## config.mk

```make
export PLATFORM = sky130hd
export DESIGN_NAME = eth_pkt_gen
export DESIGN_NICKNAME = d
export VERILOG_FILES = /design/src/rtl/eth_pkt_gen.sv
export SDC_FILE = /design/constraint.sdc
export NUM_CORES = 1
export LEC_CHECK = 0
export CAP_MARGIN = 20
export CORE_ASPECT_RATIO = 0.8
export CORE_UTILIZATION = 35
export CTS_CLUSTER_DIAMETER = 50
export DETAILED_ROUTE_END_ITERATION = 10
export PLACE_DENSITY = 0.59
export SYNTH_ARGS = -nofsm -noshare
export SYNTH_HDL_FRONTEND = slang
export SYNTH_SLANG_ARGS = --single-unit
```

## constraint.sdc

```tcl
create_clock -name clk -period 5.75 [get_ports clk]
set_clock_uncertainty 0.1 [all_clocks]
set_input_delay 1.4375 -clock clk [delete_from_list [all_inputs] [get_ports clk]]
set_output_delay 1.4375 -clock clk [all_outputs]
set_load 0.005 [all_outputs]
```

## src/rtl/eth_pkt_gen.sv

```systemverilog
// Ethernet packet source: emits runs of fixed-length packets with a
// deterministic (n + p) mod 256 byte pattern, honours ready backpressure
// and keeps wrap-around packet and byte counters.
//
// state | meaning
// IDLE  | waiting for start; parameters free to change
// SEND  | presenting packet words; advances only on val && ready
// GAP   | inter-packet idle, down-counts ifg cycles
module eth_pkt_gen #(
  parameter int D_WIDTH   = 64,
  parameter int MOD_WIDTH = 3,
  parameter int LEN_W     = 14
) (
  input  logic                 clk,
  input  logic                 rst_n,
  input  logic                 start_i,
  input  logic                 stop_i,
  input  logic [LEN_W-1:0]     pkt_len_i,
  input  logic [31:0]          pkt_num_i,
  input  logic [7:0]           ifg_i,
  output logic [D_WIDTH-1:0]   data_o,
  output logic                 sop_o,
  output logic                 eop_o,
  output logic [MOD_WIDTH-1:0] mod_o,
  output logic                 val_o,
  input  logic                 ready_i,
  output logic                 tuser_o,
  output logic                 busy_o,
  output logic [31:0]          sent_pkt_o,
  output logic [47:0]          sent_bytes_o
);

  localparam int               BYTES   = D_WIDTH / 8;
  localparam logic [LEN_W-1:0] BYTES_L = LEN_W'(BYTES);
  localparam logic [LEN_W-1:0] MIN_LEN = LEN_W'(60);

  typedef enum logic [1:0] {IDLE, SEND, GAP} state_t;

  state_t               state_q;
  logic [LEN_W-1:0]     len_q;
  logic [31:0]          num_q;
  logic [7:0]           ifg_q;
  logic [7:0]           gap_cnt_q;
  logic [31:0]          p_q;
  logic [LEN_W-1:0]     widx_q;
  logic                 stop_pend_q;
  logic [D_WIDTH-1:0]   data_q;
  logic                 sop_q;
  logic                 eop_q;
  logic [MOD_WIDTH-1:0] mod_q;
  logic                 val_q;
  logic                 busy_q;
  logic [31:0]          sent_pkt_q;
  logic [47:0]          sent_bytes_q;

  logic                 xfer;
  logic                 end_run;
  logic [31:0]          p_inc;
  logic [LEN_W-1:0]     len_start;
  logic                 ld_go;
  logic [LEN_W-1:0]     idx_d;
  logic [7:0]           pkt_d;
  logic [LEN_W-1:0]     last_idx;
  logic [D_WIDTH-1:0]   data_d;
  logic                 eop_d;
  logic [MOD_WIDTH-1:0] mod_d;

  // Word idx of a packet: byte n = idx*BYTES + b carries (n + pkt) mod 256,
  // bytes past the packet length are zero.
  function automatic logic [D_WIDTH-1:0] beat_word(input logic [LEN_W-1:0] idx,
                                                   input logic [7:0]       pkt,
                                                   input logic [LEN_W-1:0] len);
    logic [D_WIDTH-1:0] w;
    logic [31:0]        n;
    w = '0;
    for (int b = 0; b < BYTES; b++) begin
      n = 32'(idx) * BYTES + 32'(b);
      if (n < 32'(len)) w[D_WIDTH-1-8*b -: 8] = n[7:0] + pkt;
    end
    return w;
  endfunction

  assign xfer      = val_q && ready_i;
  assign p_inc     = p_q + 32'd1;
  assign end_run   = ((num_q != 32'd0) && (p_inc == num_q)) || stop_pend_q || stop_i;
  assign len_start = (pkt_len_i < MIN_LEN) ? MIN_LEN : pkt_len_i;

  // Next word to present and whether it is loaded this cycle.
  always_comb begin
    idx_d = widx_q + LEN_W'(1);
    pkt_d = p_q[7:0];
    ld_go = 1'b0;
    case (state_q)
      SEND: begin
        if (!val_q) begin
          // first word of a run, one cycle after start was accepted
          idx_d = '0;
          ld_go = 1'b1;
        end else if (xfer) begin
          if (!eop_q) begin
            ld_go = 1'b1;
          end else if (!end_run && (ifg_q == 8'd0)) begin
            idx_d = '0;
            pkt_d = p_inc[7:0];
            ld_go = 1'b1;
          end
        end
      end
      GAP: begin
        idx_d = '0;
        ld_go = (gap_cnt_q == 8'd1) && !stop_pend_q && !stop_i;
      end
      default: ;
    endcase
    last_idx = (len_q - LEN_W'(1)) / BYTES_L;
    data_d   = beat_word(idx_d, pkt_d, len_q);
    eop_d    = (idx_d == last_idx);
    mod_d    = eop_d ? MOD_WIDTH'(len_q % BYTES_L) : '0;
  end

  // Sequencer, counters and registered output beat.
  always_ff @(posedge clk or negedge rst_n) begin
    if (!rst_n) begin
      state_q      <= IDLE;
      len_q        <= '0;
      num_q        <= '0;
      ifg_q        <= '0;
      gap_cnt_q    <= '0;
      p_q          <= '0;
      widx_q       <= '0;
      stop_pend_q  <= 1'b0;
      data_q       <= '0;
      sop_q        <= 1'b0;
      eop_q        <= 1'b0;
      mod_q        <= '0;
      val_q        <= 1'b0;
      busy_q       <= 1'b0;
      sent_pkt_q   <= '0;
      sent_bytes_q <= '0;
    end else begin
      case (state_q)
        IDLE: begin
          stop_pend_q <= 1'b0;
          if (start_i && !stop_i) begin
            len_q   <= len_start;
            num_q   <= pkt_num_i;
            ifg_q   <= ifg_i;
            p_q     <= '0;
            state_q <= SEND;
          end
        end
        SEND: begin
          if (stop_i) stop_pend_q <= 1'b1;
          if (xfer && eop_q) begin
            sent_pkt_q   <= sent_pkt_q + 32'd1;
            sent_bytes_q <= sent_bytes_q + 48'(len_q) + 48'd4;
            p_q          <= p_inc;
            if (end_run) begin
              state_q     <= IDLE;
              stop_pend_q <= 1'b0;
              val_q       <= 1'b0;
              busy_q      <= 1'b0;
              sop_q       <= 1'b0;
              eop_q       <= 1'b0;
            end else if (ifg_q != 8'd0) begin
              state_q   <= GAP;
              gap_cnt_q <= ifg_q;
              val_q     <= 1'b0;
              sop_q     <= 1'b0;
              eop_q     <= 1'b0;
            end
          end
        end
        GAP: begin
          if (stop_i || stop_pend_q) begin
            state_q     <= IDLE;
            stop_pend_q <= 1'b0;
            busy_q      <= 1'b0;
          end else if (gap_cnt_q == 8'd1) begin
            state_q <= SEND;
          end else begin
            gap_cnt_q <= gap_cnt_q - 8'd1;
          end
        end
        default: state_q <= IDLE;
      endcase
      if (ld_go) begin
        widx_q <= idx_d;
        data_q <= data_d;
        sop_q  <= (idx_d == '0);
        eop_q  <= eop_d;
        mod_q  <= mod_d;
        val_q  <= 1'b1;
        busy_q <= 1'b1;
      end
    end
  end

  assign data_o       = data_q;
  assign sop_o        = sop_q;
  assign eop_o        = eop_q;
  assign mod_o        = mod_q;
  assign val_o        = val_q;
  assign busy_o       = busy_q;
  assign tuser_o      = 1'b0;
  assign sent_pkt_o   = sent_pkt_q;
  assign sent_bytes_o = sent_bytes_q;

endmodule
```

# After elaboration in Yosys (flattened, before gate mapping)

Cells that the tools add are included.

Output and inout port bits: 152
Input bits: 59
Register bits after elaboration: 262

Muxes and demuxes: 57
Equal/unequal tests: 17
Reductions and logical operators: 33
$lt $le $gt $ge: 9
Add/sub/neg operators: 22

Operators by type and width:

| cell                    | count |
|---|---|
| $mux W8                 | 18 |
| $lt A18 B14 Y1          | 7 |
| $add A17 B3 Y18 const B | 4 |
| $mux W14                | 5 |
| $add A32 B1 Y32 const B | 2 |
| $add A8 B8 Y8           | 8 |
| $mux W32                | 2 |
| $pmux W32 S2            | 1 |
| $add A48 B14 Y48        | 1 |
| $add A48 B3 Y48 const B | 1 |
| $add A17 B2 Y18 const B | 2 |
| $eq A32 B32 Y1          | 1 |
| $reduce_bool A32 Y1     | 1 |
| $pmux W14 S2            | 1 |
| $add A17 B1 Y18 const B | 1 |
| $mux W1                 | 18 |
| $lt A17 B14 Y1          | 1 |
| $pmux W8 S2             | 1 |
| $ne A3 B3 Y1 const B    | 5 |
| $add A14 B1 Y14 const B | 1 |
| $eq A14 B11 Y1          | 1 |
| $logic_not A14 Y1       | 1 |
| $lt A14 B6 Y1 const B   | 1 |
| $ne A2 B2 Y1 const B    | 7 |
| 22 further kinds        | 47 |

# Logic depth before layout (Yosys ltp)

Depth after elaboration: 15
Mapped depth: 24
Gate-level depth less buffers: 22

# Worst setup path before layout

OpenSTA, ideal clock, no wires.

Path kind: reg-to-reg
From: register p_q[1]
To: register data_q[51] (netlist: data_o[51])
Clock period less this slack: 5688 ps
Buffers on the path: 2
Path slack: 62 ps
Data arrival time: 5505 ps
Stages on the path, launching flop included: 21
Required time: 5567 ps
Library setup time: 83 ps
Cells stage by stage: dfrtp_1 -> ha_1 -> buf_2 -> and3_1 -> clkbuf_1 -> nand4_1 -> nor3_1 -> mux2_2 -> or4_1 -> or3_1 -> o21ai_0 -> nand2_1 -> nor2_1 -> ha_1 -> nor2b_1 -> a41oi_1 -> a21oi_1 -> a211oi_1 -> o211ai_1 -> or2_2 -> o21ai_0

Longest elaborated chain between the ends: 15
Elaborated cells on any way between the ends: 26

RTL lines:

| element                          | line | source |
|---|---|---|
| start, declared                  | 44   | `logic [31:0] p_q;` |
| start signal, assigned           | 157  | `p_q <= p_inc;` |
| $add A32 B1 Y32                  | 84   | `assign p_inc = p_q + 32'd1;` |
| $eq A32 B32 Y1                   | 85   | `assign end_run = ((num_q != 32'd0) && (p_inc == num_q)) \|\| stop_pend_q \|\| stop_i;` |
| $logic_and A1 B1 Y1              | 85   |  |
| $logic_or A1 B1 Y1 (2 in series) | 85   |  |
| $logic_not A1 Y1                 | 102  | `end else if (!end_run && (ifg_q == 8'd0)) begin` |
| $logic_and A1 B1 Y1              | 102  |  |
| $mux W14                         | 102  |  |
| $mux W14                         | 100  | `if (!eop_q) begin` |
| $mux W14                         | 99   | `end else if (xfer) begin` |
| $mux W14                         | 95   | `if (!val_q) begin` |
| $pmux W14 S2                     | 93   | `case (state_q)` |
| named net idx_d[2]               | 61   | `logic [LEN_W-1:0] idx_d;` |
| $add A17 B1 Y18                  | 77   | `n = 32'(idx) * BYTES + 32'(b);` |
| $lt A18 B14 Y1                   | 78   | `if (n < 32'(len)) w[D_WIDTH-1-8*b -: 8] = n[7:0] + pkt;` |
| $mux W8                          | 78   |  |
| end signal, assigned             | 189  | `data_q <= data_d;` |
| end, declared                    | 47   | `logic [D_WIDTH-1:0] data_q;` |

The timed path passes the listed nets, and every way through them passes these cells.
A chain may end at the register's enable or synchronous reset.

# Final worst setup path

From: register p_q[1]
To: register data_q[59] (netlist: data_o[59])

Longest elaborated chain between the ends: 14
Elaborated cells on any way between the ends: 25

RTL lines:

| element                          | line |
|---|---|
| $add A32 B1 Y32                  | 84 |
| $eq A32 B32 Y1                   | 85 |
| $logic_and A1 B1 Y1              | 85 |
| $logic_or A1 B1 Y1 (2 in series) | 85 |
| $logic_not A1 Y1                 | 102 |
| $logic_and A1 B1 Y1              | 102 |
| $mux W14                         | 102 |
| $mux W14                         | 100 |
| $mux W14                         | 99 |
| $mux W14                         | 95 |
| $pmux W14 S2                     | 93 |
| named net idx_d[1]               | 61 |
| $lt A17 B14 Y1                   | 78 |
| $mux W8                          | 78 |

The timed path passes the listed nets, and every way through them passes these cells.

==> summary.md <==
| Metric | Value |
|---|---|
| Drt wl/cell | `approximately 19 um` |
| Core area | `roughly 43000 sq um` |
| # H-tree levels | `2` |
| # IOs | `211` |
| Util after Layout | `45.8%` |
| Register area share after synthesis | `42.4%` |
| Hold path start | `data_o[5]` |
| CTS clock-pin slew for the worst setup and hold paths | `60 ps` |
| Layout fillers | `4123` |
| CTS Root Cell | `clkbuf_16` |
| Num CTS Buffers | `38` |
| Vias | `13200` |
| Worst setup endpoint | `data_o[59]` |
| DP Cell Count | `2361` |
| Worst Tran Pin Value | `1060 ps` |
| Layout cell share with drive strength beyond 1 | `12.9%` |
| Final #Nets | `just under 2000` |
| GRT Total Usage | `20.2%` |
| GR Overflow Total | `0` |
| Die ar. | `45000 sq um` |
| Placement Cell Area | `18400 sq um` |
| P_leak | `roughly 0.0087 uW` |
| CP required | `6100 ps` |
| Peak Freq | `181 MHz` |
| Vias in the first global route | `13000` |
| First-pass GRT wire length | `72.2 mm` |
| Crit end category | `flip-flop` |
| Unique masters post-synth | `between 80 and 90` |
| CP Launch Type | `flip-flop` |
| Vias per cell | `5.41` |
| FF-to-FF path depth | `22` |
| Layout area overhead | `28.3%` |
| Hold WC Path Type | `reg2reg` |
| R2r startpoint | `p_q[1]` |
| Asr flop ratio synth | `100%` |
| Post-CTS Hold Buffers | `0` |
| Final non-filler cell total | `2433` |
| 1st-pass router iterations | `7` |
| Setup violations, final | `0` |
| Hold depth | `2` |
| #FFs+latches synth | `between 200 and 300` |
| Reg2reg setup slack | `210 ps` |
| Initial DRC Count | `between 1000 and 1500` |
| Clk_lat worst skew | `approximately 550 ps` |
| Detailed-route DRC error count | `0` |
| Met2 Use GR | `a little under a third` |
| Power, Total | `7720 uW` |
| Setup crit start | `p_q[1]` |
| Reg2reg end | `data_o[59]` |
| Hpwl dp | `around 33 mm` |
| Routed WL | `45.2 mm` |
| Most frequent cells in the layout | `dfrtp_1 (260), clkdlybuf4s50_1 (208), nand2_1 (164)` |
| Routed Antenna Nets | `0` |
| Avg Cell Area, Syn | `9.62 sq um` |
| Pwr dens | `approximately 390 nW/um^2` |
| Final Cycle Share | `96.3%` |
| Most crowded layer after global routing | `met2` |
| Post-Syn Instances | `1606` |
| Worst Path Arrival | `5880 ps` |
| Maximum fanout along the worst path | `7` |
| Multi-input gate area | `8400 sq um` |
| Max VDD drop | `0.199 mV` |
| TritonCTS Sinks | `262` |
| Commonest non-fill, non-tap cell in the layout | `dfrtp_1` |
| Final GP Congestion | `0.909` |
| Cell taking the most area after synthesis | `dfrtp_1` |
| Met1 Usage GRT | `about 29%` |
| Initial Util | `35.7%` |
| Hold Violations, Final | `0` |
| Clk buf depth | `3` |
| Number of synthesized flops with an enable pin | `0` |
| Synth Warn # | `0` |
| Register area | `6560 sq um` |
| Die Span Y | `190 um` |
| Area contributors post-synth | `dfrtp_1 (42%), xnor2_1 (5.7%), ha_1 (5.0%), mux2_2 (4.2%), xor2_1 (4.1%)` |
| Post-synth top flop | `dfrtp_1` |
| Pre-CTS setup slack | `-86.8 ps` |
| MaxCap Viol Count | `0` |
| Final min period | `5540 ps` |
| RSZ-0062 raised after global routing | `false` |
| Port Buf Inserts | `209` |
| GR Util met3 | `3.45%` |
| Largest net degree at the start of global routing | `101` |
| Worst Slack Setup Final | `214 ps` |
| CTS tree | `built` |
| Share of the synthesized area in the top cell type | `a little over two fifths` |
| Rel. slew slack | `28.8%` |
| Status | `completed` |
| Row cnt | `68` |
| Die Wd | `237 um` |
| WS Path Type | `reg2reg` |
| Fin area | `19800 sq um` |
| Slew Viols, Final | `0` |
| Post-synthesis cell area | `15500 sq um` |
| Syn Nets | `1730` |
| Initial antenna violation count | `2` |
==> how the worst min path moves through the flow <==
| stage | slack, ps | to |
|---|---|---|
| 2_1_floorplan | 360 | sent_bytes_o[47] |
| 3_5_place_dp | 360 | sent_bytes_o[47] |
| 6_report | 370 | data_o[5] |
| 3_3_place_gp | 360 | sent_pkt_o[31] |
| 4_1_cts | 380 | sent_pkt_o[31] |
| 5_1_grt | 390 | data_o[5] |
==> flip-flops by register name, summed over array words and instances (netlist names), 2 cells and up <==
signal and count:
data_o 64, sent_bytes_o 48, num_q 32, p_q 32, sent_pkt_o 32, len_q 14
widx_q 14, gap_cnt_q 8, ifg_q 8, mod_o 3, state_q 2
==> synth_stat cells (9+ instances only) <==
cell and n:
nand2b_1 18, clkbuf_1 42, or3_1 12, dfrtp_1 262
nand2_1 166, nand4_1 33, xor2_1 72, o21ai_1 10
and2_1 10, o31ai_1 37, buf_2 22, or4_1 12
nor4_1 27, and4_1 10, nor2_1 90, mux2_2 58
nor2b_1 14, o21ai_0 99, and3_1 27, nor3_1 33
or2_2 10, inv_1 57, xnor2_1 101, a22o_1 34
a21oi_1 48, o211ai_1 9, nand3_1 70, a21o_1 15
ha_1 62
==> critical path, stage by stage, from the launching register on <==
cell	delay (ps)
dfrtp_2	420
ha_2	230
and3_1	190
nand4_1	130
buf_4	190
nor3_1	260
mux2_2	360
or4_1	590
or3_1	410
o21ai_1	200
buf_4	180
and3_1	200
ha_1	260
a21oi_1	150
nor2b_1	80
o31a_1	270
o21a_1	170
o21ai_0	130
nand2b_1	70
a21oi_1	140
o211ai_1	250
buf_4	250
o31ai_1	220
==> metal layers <==
layer,vias to the layer above,routed length (um)
met4,0,1080
li1,6276,-
met5,-,0
met2,370,20400
met3,69,2620
met1,6441,21100
==> metrics by stage <==
stage	setup TNS, ps	hold slack, ps
floorplan	0	365
global placement	0	356
detailed placement	-693	364
CTS	0	378
global route	0	393
finish	0	373
==> area by class of cell <==
type	count	share of cell area (%)
diodes	2	0.0252
clock buffers	46	5.11
clock inverters	21	1.42
inverters	59	1.12
multi-input cells	1207	42.4
flip-flops and latches	262	33.1
well taps	560	3.53
repair buffers	276	13.3
==> cell families after synthesis <==
family,Yosys count,synth area share (%)
flops,262,42.4
other cells,1,0.0243
mux,63,4.58
compound gates,337,14.8
fa+ha+maj,65,5.41
buf+inv,137,3.68
simple gates,565,18.9
xor+xnor,176,10.2
==> what timing repair did <==
action / CTS / global route
resized for setup: 2 / 18
setup buffers: 1 / 1
pin swaps: 1 / 3
setup endpoints to repair: 29 / 59
==> where the power goes <==
part | switching, uW | internal (uW)
Sequential | 440 | 2210
Combinational | 1430 | 1230
Clock | 919 | 1500
Total | 2790 | 4930
Power figures use the tool's default switching activity.
